## src/rtl/odd_even_merge_if.sv

```systemverilog
// Odd/even shunt bus between transmitter (master) and receive merge (slave).
// Carries the two digit buses, the phase select and the receiver status.
interface odd_even_merge_if #(
  parameter int WIDTH = 4,
  parameter int ERR_W = 8
);
  logic [WIDTH-1:0] i_odd;
  logic [WIDTH-1:0] i_even;
  logic             i_dclk;
  logic [WIDTH-1:0] o_data_out;
  logic             o_data_vld;
  logic             o_locked;
  logic [1:0]       o_state;
  logic             o_seq_err;
  logic [ERR_W-1:0] o_err_cnt;
  logic             o_phase_err;

  modport master (
    output i_odd, i_even, i_dclk,
    input  o_data_out, o_data_vld, o_locked, o_state, o_seq_err, o_err_cnt, o_phase_err
  );

  modport slave (
    input  i_odd, i_even, i_dclk,
    output o_data_out, o_data_vld, o_locked, o_state, o_seq_err, o_err_cnt, o_phase_err
  );
endinterface

```

## src/rtl/odd_even_merge.sv

```systemverilog
// Receive merge of the odd/even shunt: locks onto the 9..1,15 countdown and forwards digits.
// Optional dclk phase checking is enabled by defining ODD_EVEN_PHASE_CHECK_EN.
module odd_even_merge #(
  parameter int WIDTH    = 4,
  parameter int LOCK_CNT = 3,
  parameter int MISS_MAX = 2,
  parameter int ERR_W    = 8
) (
  input  logic             clk,
  input  logic             rst,
  odd_even_merge_if.slave  bus
);

  localparam int MW = $clog2(LOCK_CNT + 1);
  localparam int SW = $clog2(MISS_MAX + 1);

  typedef enum logic [1:0] {
    HUNT   = 2'd0,
    SYNC   = 2'd1,
    LOCKED = 2'd2
  } state_e;

  state_e           r_state;
  logic [WIDTH-1:0] r_cap;
  logic             r_cap_vld;
  logic [WIDTH-1:0] r_expected;
  logic [MW-1:0]    r_match_cnt;
  logic [SW-1:0]    r_miss_cnt;
  logic [WIDTH-1:0] r_data_out;
  logic             r_data_vld;
  logic             r_locked;
  logic             r_seq_err;
  logic [ERR_W-1:0] r_err_cnt;

  logic             w_cap_bad;
  logic             w_match;
  logic [MW-1:0]    w_match_inc;
  logic [SW-1:0]    w_miss_inc;

  function automatic logic [WIDTH-1:0] next_digit(input logic [WIDTH-1:0] v);
    if ((v >= WIDTH'(2)) && (v <= WIDTH'(9))) return v - 1'b1;
    if (v == WIDTH'(1))                       return WIDTH'(15);
    return WIDTH'(9);
  endfunction

`ifdef ODD_EVEN_PHASE_CHECK_EN
  logic r_dclk_prev;
  logic r_cap_bad;
  logic r_phase_err;

  // A repeated dclk level means the transmitter skipped a phase; the sample is untrusted.
  always_ff @(posedge clk) begin
    if (rst) begin
      r_dclk_prev <= 1'b0;
      r_cap_bad   <= 1'b0;
      r_phase_err <= 1'b0;
    end else begin
      r_dclk_prev <= bus.i_dclk;
      r_cap_bad   <= r_cap_vld && (bus.i_dclk == r_dclk_prev);
      r_phase_err <= r_cap_vld && r_cap_bad;
    end
  end

  assign w_cap_bad       = r_cap_bad;
  assign bus.o_phase_err = r_phase_err;
`else
  assign w_cap_bad       = 1'b0;
  assign bus.o_phase_err = 1'b0;
`endif

  assign w_match     = !w_cap_bad && (r_cap == r_expected);
  assign w_match_inc = r_match_cnt + 1'b1;
  assign w_miss_inc  = r_miss_cnt + 1'b1;

  // NOTE: every flop here uses <= so the capture and evaluate stages see last cycle's values.
  always_ff @(posedge clk) begin
    if (rst) begin
      r_state     <= HUNT;
      r_cap       <= '0;
      r_cap_vld   <= 1'b0;
      r_expected  <= WIDTH'(9);
      r_match_cnt <= '0;
      r_miss_cnt  <= '0;
      r_data_out  <= '0;
      r_data_vld  <= 1'b0;
      r_locked    <= 1'b0;
      r_seq_err   <= 1'b0;
      r_err_cnt   <= '0;
    end else begin
      // Only the active bus is sampled, so the idle bus never reaches r_cap.
      r_cap      <= bus.i_dclk ? bus.i_even : bus.i_odd;
      r_cap_vld  <= 1'b1;
      r_data_vld <= 1'b0;
      r_seq_err  <= 1'b0;

      if (r_cap_vld) begin
        case (r_state)
          HUNT: begin
            if (!w_cap_bad && (r_cap == WIDTH'(9))) begin
              r_state     <= SYNC;
              r_match_cnt <= MW'(1);
              r_expected  <= WIDTH'(8);
            end
          end

          SYNC: begin
            if (w_match) begin
              r_match_cnt <= w_match_inc;
              r_expected  <= next_digit(r_cap);
              if (w_match_inc == MW'(LOCK_CNT)) begin
                r_state    <= LOCKED;
                r_locked   <= 1'b1;
                r_miss_cnt <= '0;
              end
            end else if (!w_cap_bad && (r_cap == WIDTH'(9))) begin
              r_match_cnt <= MW'(1);
              r_expected  <= WIDTH'(8);
            end else begin
              r_state     <= HUNT;
              r_match_cnt <= '0;
            end
          end

          LOCKED: begin
            if (w_match) begin
              r_data_out <= r_cap;
              r_data_vld <= 1'b1;
              r_miss_cnt <= '0;
              r_expected <= next_digit(r_cap);
            end else begin
              // Flywheel: keep counting down as if the expected digit had arrived.
              r_seq_err  <= 1'b1;
              r_expected <= next_digit(r_expected);
              if (r_err_cnt != '1) r_err_cnt <= r_err_cnt + 1'b1;
              if (w_miss_inc == SW'(MISS_MAX)) begin
                r_state     <= HUNT;
                r_locked    <= 1'b0;
                r_miss_cnt  <= '0;
                r_match_cnt <= '0;
              end else begin
                r_miss_cnt <= w_miss_inc;
              end
            end
          end

          default: begin
            r_state  <= HUNT;
            r_locked <= 1'b0;
          end
        endcase
      end
    end
  end

  assign bus.o_data_out = r_data_out;
  assign bus.o_data_vld = r_data_vld;
  assign bus.o_locked   = r_locked;
  assign bus.o_state    = r_state;
  assign bus.o_seq_err  = r_seq_err;
  assign bus.o_err_cnt  = r_err_cnt;

endmodule
```

## src/flat_wrapper.sv

```systemverilog
// flat-port wrapper written by rule: the top's interface ports become plain ports
module odd_even_merge_flat 
#(
  parameter int WIDTH    = 4,
  parameter int LOCK_CNT = 3,
  parameter int MISS_MAX = 2,
  parameter int ERR_W    = 8
)
  (clk, rst, bus_i_odd, bus_i_even, bus_i_dclk, bus_o_data_out, bus_o_data_vld, bus_o_locked, bus_o_state, bus_o_seq_err, bus_o_err_cnt, bus_o_phase_err);
  odd_even_merge_if #(.WIDTH(WIDTH), .ERR_W(ERR_W)) bus_i ();
  input  logic clk;
  input  logic rst;
  input wire logic [$bits(bus_i.i_odd)-1:0] bus_i_odd;
  input wire logic [$bits(bus_i.i_even)-1:0] bus_i_even;
  input wire logic [$bits(bus_i.i_dclk)-1:0] bus_i_dclk;
  output wire logic [$bits(bus_i.o_data_out)-1:0] bus_o_data_out;
  output wire logic [$bits(bus_i.o_data_vld)-1:0] bus_o_data_vld;
  output wire logic [$bits(bus_i.o_locked)-1:0] bus_o_locked;
  output wire logic [$bits(bus_i.o_state)-1:0] bus_o_state;
  output wire logic [$bits(bus_i.o_seq_err)-1:0] bus_o_seq_err;
  output wire logic [$bits(bus_i.o_err_cnt)-1:0] bus_o_err_cnt;
  output wire logic [$bits(bus_i.o_phase_err)-1:0] bus_o_phase_err;
  assign bus_i.i_odd = bus_i_odd;
  assign bus_i.i_even = bus_i_even;
  assign bus_i.i_dclk = bus_i_dclk;
  assign bus_o_data_out = bus_i.o_data_out;
  assign bus_o_data_vld = bus_i.o_data_vld;
  assign bus_o_locked = bus_i.o_locked;
  assign bus_o_state = bus_i.o_state;
  assign bus_o_seq_err = bus_i.o_seq_err;
  assign bus_o_err_cnt = bus_i.o_err_cnt;
  assign bus_o_phase_err = bus_i.o_phase_err;
  odd_even_merge #(.WIDTH(WIDTH), .LOCK_CNT(LOCK_CNT), .MISS_MAX(MISS_MAX), .ERR_W(ERR_W)) u_core (.clk(clk), .rst(rst), .bus(bus_i));
endmodule
```

## config.mk

```make
export PLATFORM = sky130hd
export DESIGN_NAME = odd_even_merge_flat
export DESIGN_NICKNAME = d
export VERILOG_FILES = /design/src/rtl/odd_even_merge_if.sv /design/src/rtl/odd_even_merge.sv /design/src/flat_wrapper.sv
export SDC_FILE = /design/constraint.sdc
export NUM_CORES = 1
export LEC_CHECK = 0
export BUFFER_PORTS_ARGS = -buffer_cell sky130_fd_sc_hd__buf_2
export CORE_ASPECT_RATIO = 0.7
export CORE_UTILIZATION = 56
export DETAILED_ROUTE_END_ITERATION = 16
export PLACE_DENSITY = 0.79
export SLEW_MARGIN = 20
export SYNTH_ARGS = -nofsm -noshare
export SYNTH_HDL_FRONTEND = slang
export SYNTH_SLANG_ARGS = --single-unit
```

## constraint.sdc

```tcl
create_clock -name clk -period 2.6 [get_ports clk]
set_clock_uncertainty 0.05 [all_clocks]
set_input_delay 0.52 -clock clk [delete_from_list [all_inputs] [get_ports clk]]
set_output_delay 0.52 -clock clk [all_outputs]
set_load 0.03 [all_outputs]
```

---- Word level (Yosys, flattened, before mapping) ----
Index checks and enable logic that the tools add are counted.
storage, ports and cells
  input port bits ......................... 11
  register bits ........................... 30
  logic and storage cells ................. 121
  output and inout bits ................... 18
cells by class
  $lt $le $gt $ge ......................... 4
  reductions and logical operators ........ 13
  add/sub/neg operators ................... 5
  multiplexer cells ....................... 68
  equality and inequality tests ........... 16
  bitwise logic cells ..................... 4
operators with widths
  operator               count
  $mux W4                14
  $mux W1                38
  $mux W2                11
  $pmux W2 S3            2
  $pmux W4 S3            1
  $reduce_and A6 Y1      2
  $add A8 B1 Y8 const B  1
  $eq A4 B1 Y1 const B   2
  $ge A4 B2 Y1 const B   2
  $le A4 B4 Y1 const B   2
  $ne A2 B1 Y1 const B   4
  $ne A8 B8 Y1 const B   1
  $reduce_and A4 Y1      2
  $sub A4 B1 Y4 const B  2
  $eq A2 B2 Y1 const B   3
  $reduce_and A5 Y1      1
  $add A2 B1 Y2 const B  2
  $eq A4 B4 Y1           1
  $eq A4 B4 Y1 const B   1
  $not A1 Y1             4
  $pmux W2 S2            1
  $ne A3 B2 Y1 const B   1
  $ne A3 B3 Y1 const B   1
  $pmux W1 S3            1
  other kinds (9)        10

---- Logic depth before layout (Yosys ltp) ----
  depth in word-level cells ............... 16
  mapped depth ............................ 8
  depth with buffers taken out ............ 7

---- Worst setup path before layout ----
No wires, ideal clock.
  kind .................................... register to register
  start ................................... register u_core.r_expected[3]
  end ..................................... register u_core.r_state[0] (netlist: u_core.bus.o_state[0])
  arrival time ............................ 1903 ps
  setup slack ............................. 525 ps
  path buffers ............................ 2
  library setup time ...................... 122 ps
  data required time ...................... 2428 ps
  stages on the path, launching flop included .. 8
  period minus slack after synthesis ...... 2075 ps
  cell sequence ........................... dfxtp_1 > buf_6 > xor2_4 > or4_4 > buf_6 > o311ai_4 > a2111oi_1 > a311o_1
on the way
  word-level cells in the longest chain between the ends .. 3
  elaborated cells on any way between the ends .. 7
  classes of those cells .................. eq/ne: 4; mux: 2; reduce/logical: 1
ends and longest elaborated chain
  element                                                     line                   RTL
  from (decl)                                                 odd_even_merge.sv:26   logic [WIDTH-1:0] r_expected;
  from (signal assigned)                                      odd_even_merge.sv:109  r_expected <= next_digit(r_cap);
  from (signal assigned)                                      odd_even_merge.sv:129  r_expected <= next_digit(r_cap);
  from (signal assigned)                                      odd_even_merge.sv:133  r_expected <= next_digit(r_expected);
  $eq A4 B4 Y1 *                                              odd_even_merge.sv:71   assign w_match = !w_cap_bad && (r_cap == r_expected);
  $ne A3 B3 Y1 (no line) (tied with other cells)              n/a
  $reduce_and A6 Y1 (no line) or $pmux W2 S3 (tied branches)  n/a
  to (signal assigned)                                        odd_even_merge.sv:78   r_state <= HUNT;
  to (signal assigned)                                        odd_even_merge.sv:100  r_state <= SYNC;
  to (signal assigned)                                        odd_even_merge.sv:111  r_state <= LOCKED;
  to (decl)                                                   odd_even_merge.sv:23   state_e r_state;
Every way passes the cells marked *; elsewhere a longest branch is shown, timed or not.
A chain may end at the register's enable or synchronous reset.

---- Worst setup path after layout ----
Ends and elaborated chain as after synthesis.

==> flow_metrics.py <==
metrics = {
    "die": {
        "dieArea_mm2": 0.00354,
        "start_util_pct": 58.8,
        "num_rows": 17,
        "pin_count": 29,
        "coreArea_mm2": 0.00315,
        "die_w_um": 70.7,
        "die_h_um": 50.1,
    },
    "sta": {
        "slew-limit-headroom_pct": 62.3,
        "setup_tns_ps": 0,
        "finalHoldViolations": 0,
        "holdWs_ps": 412,
        "worst_slack_ps": 295,
        "fin_crit_sh_pct": 88.6,
        "finalSetupViolCount": 0,
        "tightest_slew_ps": 564,
        "timing.fmax_ghz": 0.434,
        "rsz0062_at_grt": "no",
        "min_period_ps": 2300,
        "slew_violations": 0,
    },
    "synthesis": {
        "synth_cell_types": 53,
        "synth_async_sr_flop_share_pct": 0,
        "yosys.area.top_type": "dfxtp_1",
        "yosys_register_bits": 30,
        "synth_edf_count": 0,
        "netlist_area_mm2": 0.00185,
        "ys_seq_area_share_pct": 32.5,
        "netlist_instances": 217,
        "yosys_warnings": 0,
        "postSynthAreaPerCell_um2": 8.53,
        "syn_nets": 240,
        "synth_ff_type": "dfxtp_1",
        "synthTopCellsByArea": "dfxtp_1 32%, ha_1 8.1%, a21oi_1 4.9%, nor2_1 4.9%, xor2_1 3.8%",
        "synth.top_cell.area_share_pct": 32.5,
    },
    "cts": {
        "cts.sinks": 30,
        "clock_path_buffers": 2,
        "cts_tree": "yes",
        "h-tree-depth": 2,
        "cts-root-buf": "clkbuf_8",
        "cts_setup_buffers": 0,
        "ctsHoldBuffers": 0,
        "clk_latency_ps": 280,
        "cts_buffers": 5,
        "post_cts_resized": 0,
        "path_clk_slew_ps": 60,
    },
    "finish": {
        "drive_above_1_share_pct": 17.4,
        "synthToLayoutAreaGrowth_pct": 11.6,
        "utilization_pct": 65.6,
        "nNetsFinal": 265,
        "final_cells": 279,
        "design_area_mm2": 0.00206,
        "antenna_cells": 0,
    },
    "power_and_ir_drop": {
        "seqPwrFrac_pct": 50.7,
        "p_comb_share_pct": 11.0,
        "switchingPower_mw": 0.241,
        "total_power_mw": 0.953,
        "power_density_mw_per_mm2": 461,
        "p_leak_nw": 0.864,
        "swShare_pct": 25.3,
        "power.clock.fraction_pct": 38.3,
        "ir_worst_vdd_uv": 289,
        "cellInternalPower_mw": 0.712,
    },
    "global_routing": {
        "grt.total_usage_pct": 25.7,
        "grt_max_degree": 28,
        "grt_pass1_wl_um": 6910,
        "antenna_found_initial": 0,
        "grt_pass1_vias": 1528,
        "grt_overflow": 0,
    },
    "critical_path": {
        "cp_max_fo": 16,
        "cpMaxStageDelayCell": "or4_4",
        "start_kind": "register",
        "max_stage_delay_ps": 670,
        "critPathKind": "register to register",
        "crit_chain": "xor2_4 > or4_4 > o311ai_4 > a2111oi_1 > a311o_1",
        "crit_arrival_ps": 2420,
        "end_kind": "register",
        "required_ps": 2720,
    },
    "route": {
        "ant_nets": 0,
        "drc_errors": 2,
        "wl_per_cell_um": 14.6,
        "routed_wl_um": 4080,
        "dr_total_vias": 1655,
        "dr.pass1.iters": 11,
        "drt_iter0_markers": 82,
        "avgViaCountPerCell": 5.93,
    },
    "placed_design": {
        "hpwl_um": 2950,
        "io_buffers": 27,
        "placed_cell_area_mm2": 0.00198,
        "dp.cells": 273,
        "preCtsSetupSlack_ps": 316,
        "place.gp.congestion": 0.862,
    },
    "outcome": {
        "outcome": "complete, but fails checks",
        "violations": "design-rule violations",
    },
    "job": {
        "maxCapViolCount": 0,
    },
    "hold_path": {
        "hold_path_class": "register to register",
    },
}
[final timing paths]
kind,start,cells past startpoint,slack (ps),to
worst max register to register,u_core.r_expected[3],5,300,u_core.bus.o_state[0]
worst max-delay path,u_core.r_expected[3],5,300,u_core.bus.o_state[0]
worst min register to register,u_core.r_miss_cnt[1],1,410,u_core.r_miss_cnt[1]
worst min-delay path,u_core.r_miss_cnt[1],1,410,u_core.r_miss_cnt[1]
[synth_stat cells, drive strengths merged, types with 2 or more instances]
cell	n
a21oi	18
a311o	2
a311oi	2
a31oi	3
and2	2
and3	2
and4	2
buf	7
clkbuf	4
dfxtp	30
ha	12
inv	11
mux2i	6
nand2	15
nand3	9
nand4	5
nor2	24
nor2b	3
nor3	7
nor4	2
o21ai	12
o21bai	2
o221ai	2
or4	4
xnor2	2
xor2	10
[power groups by stage]
| stage | Combinational (mW) | Sequential (mW) | Clock, mW |
|---|---|---|---|
| floorplan | 0.0896 | 0.485 | 0 |
| global placement | 0.102 | 0.492 | 0 |
| detailed placement | 0.103 | 0.493 | 0 |
| CTS | 0.104 | 0.483 | 0.375 |
| global route | 0.116 | 0.485 | 0.394 |
| finish | 0.105 | 0.483 | 0.365 |
[worst max-delay path: cells and delay by family (launching register included)]
kind | cells | cell delay [ps]
and+or+nand+nor | 1 | 670
DFF | 1 | 590
AOI/OAI and AO/OA | 3 | 720
xor gates and xnor gates | 1 | 160
[logic make-up (layout without fill, tap and decap cells)]
group                      count (synthesis)  in the layout  synth area share (%)
AOI/OAI and AO/OA                         53             53                  19.7
xor gates and xnor gates                  12             12                  7.10
adders and majority gates                 12             12                  8.11
buffers and inverters                     22             46                  5.81
DFF                                       30             30                  32.5
muxes                                      7              7                  3.85
other                                      1              1                 0.203
and+or+nand+nor                           80             80                  22.8
[cell usage in the layout (no fill, tap or decap), drive strengths merged, types with 3 or more instances in the layout]
cell type,Yosys,routed
nor2,24,24
nand3,9,9
inv,11,11
a21oi,18,18
xor2,10,10
o21ai,12,12
a31oi,3,3
clkbuf,4,6
nor2b,3,3
ha,12,12
mux2i,6,6
nor3,7,7
nand4,5,5
or4,4,4
buf,7,29
nand2,15,15
dfxtp,30,30
[registers in the layout, summed over array words and instances (netlist names)]
signal / cells
u_core.r_miss_cnt: 2
u_core.bus.o_data_vld: 1
u_core.r_expected: 4
u_core.bus.o_locked: 1
u_core.r_cap: 4
u_core.bus.o_data_out: 4
u_core.bus.o_seq_err: 1
u_core.bus.o_state: 2
u_core.r_cap_vld: 1
u_core.r_match_cnt: 2
u_core.bus.o_err_cnt: 8
[per-layer routing]
metal	vias to the layer above	track usage, %	share of wire [%]	routed length [um]
met4	0	7.33	1.2	51
met1	760	35.5	48	1980
met3	7	7.36	7.4	304
met5	-	0	0	0
met2	60	39.3	43	1750
li1	828	-	-	-
[layout make-up]
cell class	count	area (um2)
multi-input combinational	165	1140
fill	290	1080
sequential	30	601
timing repair buffer	29	150
clock buffer	6	82.6
tap	38	47.5
inverter	11	41.3
Power figures use the tool's default switching activity.
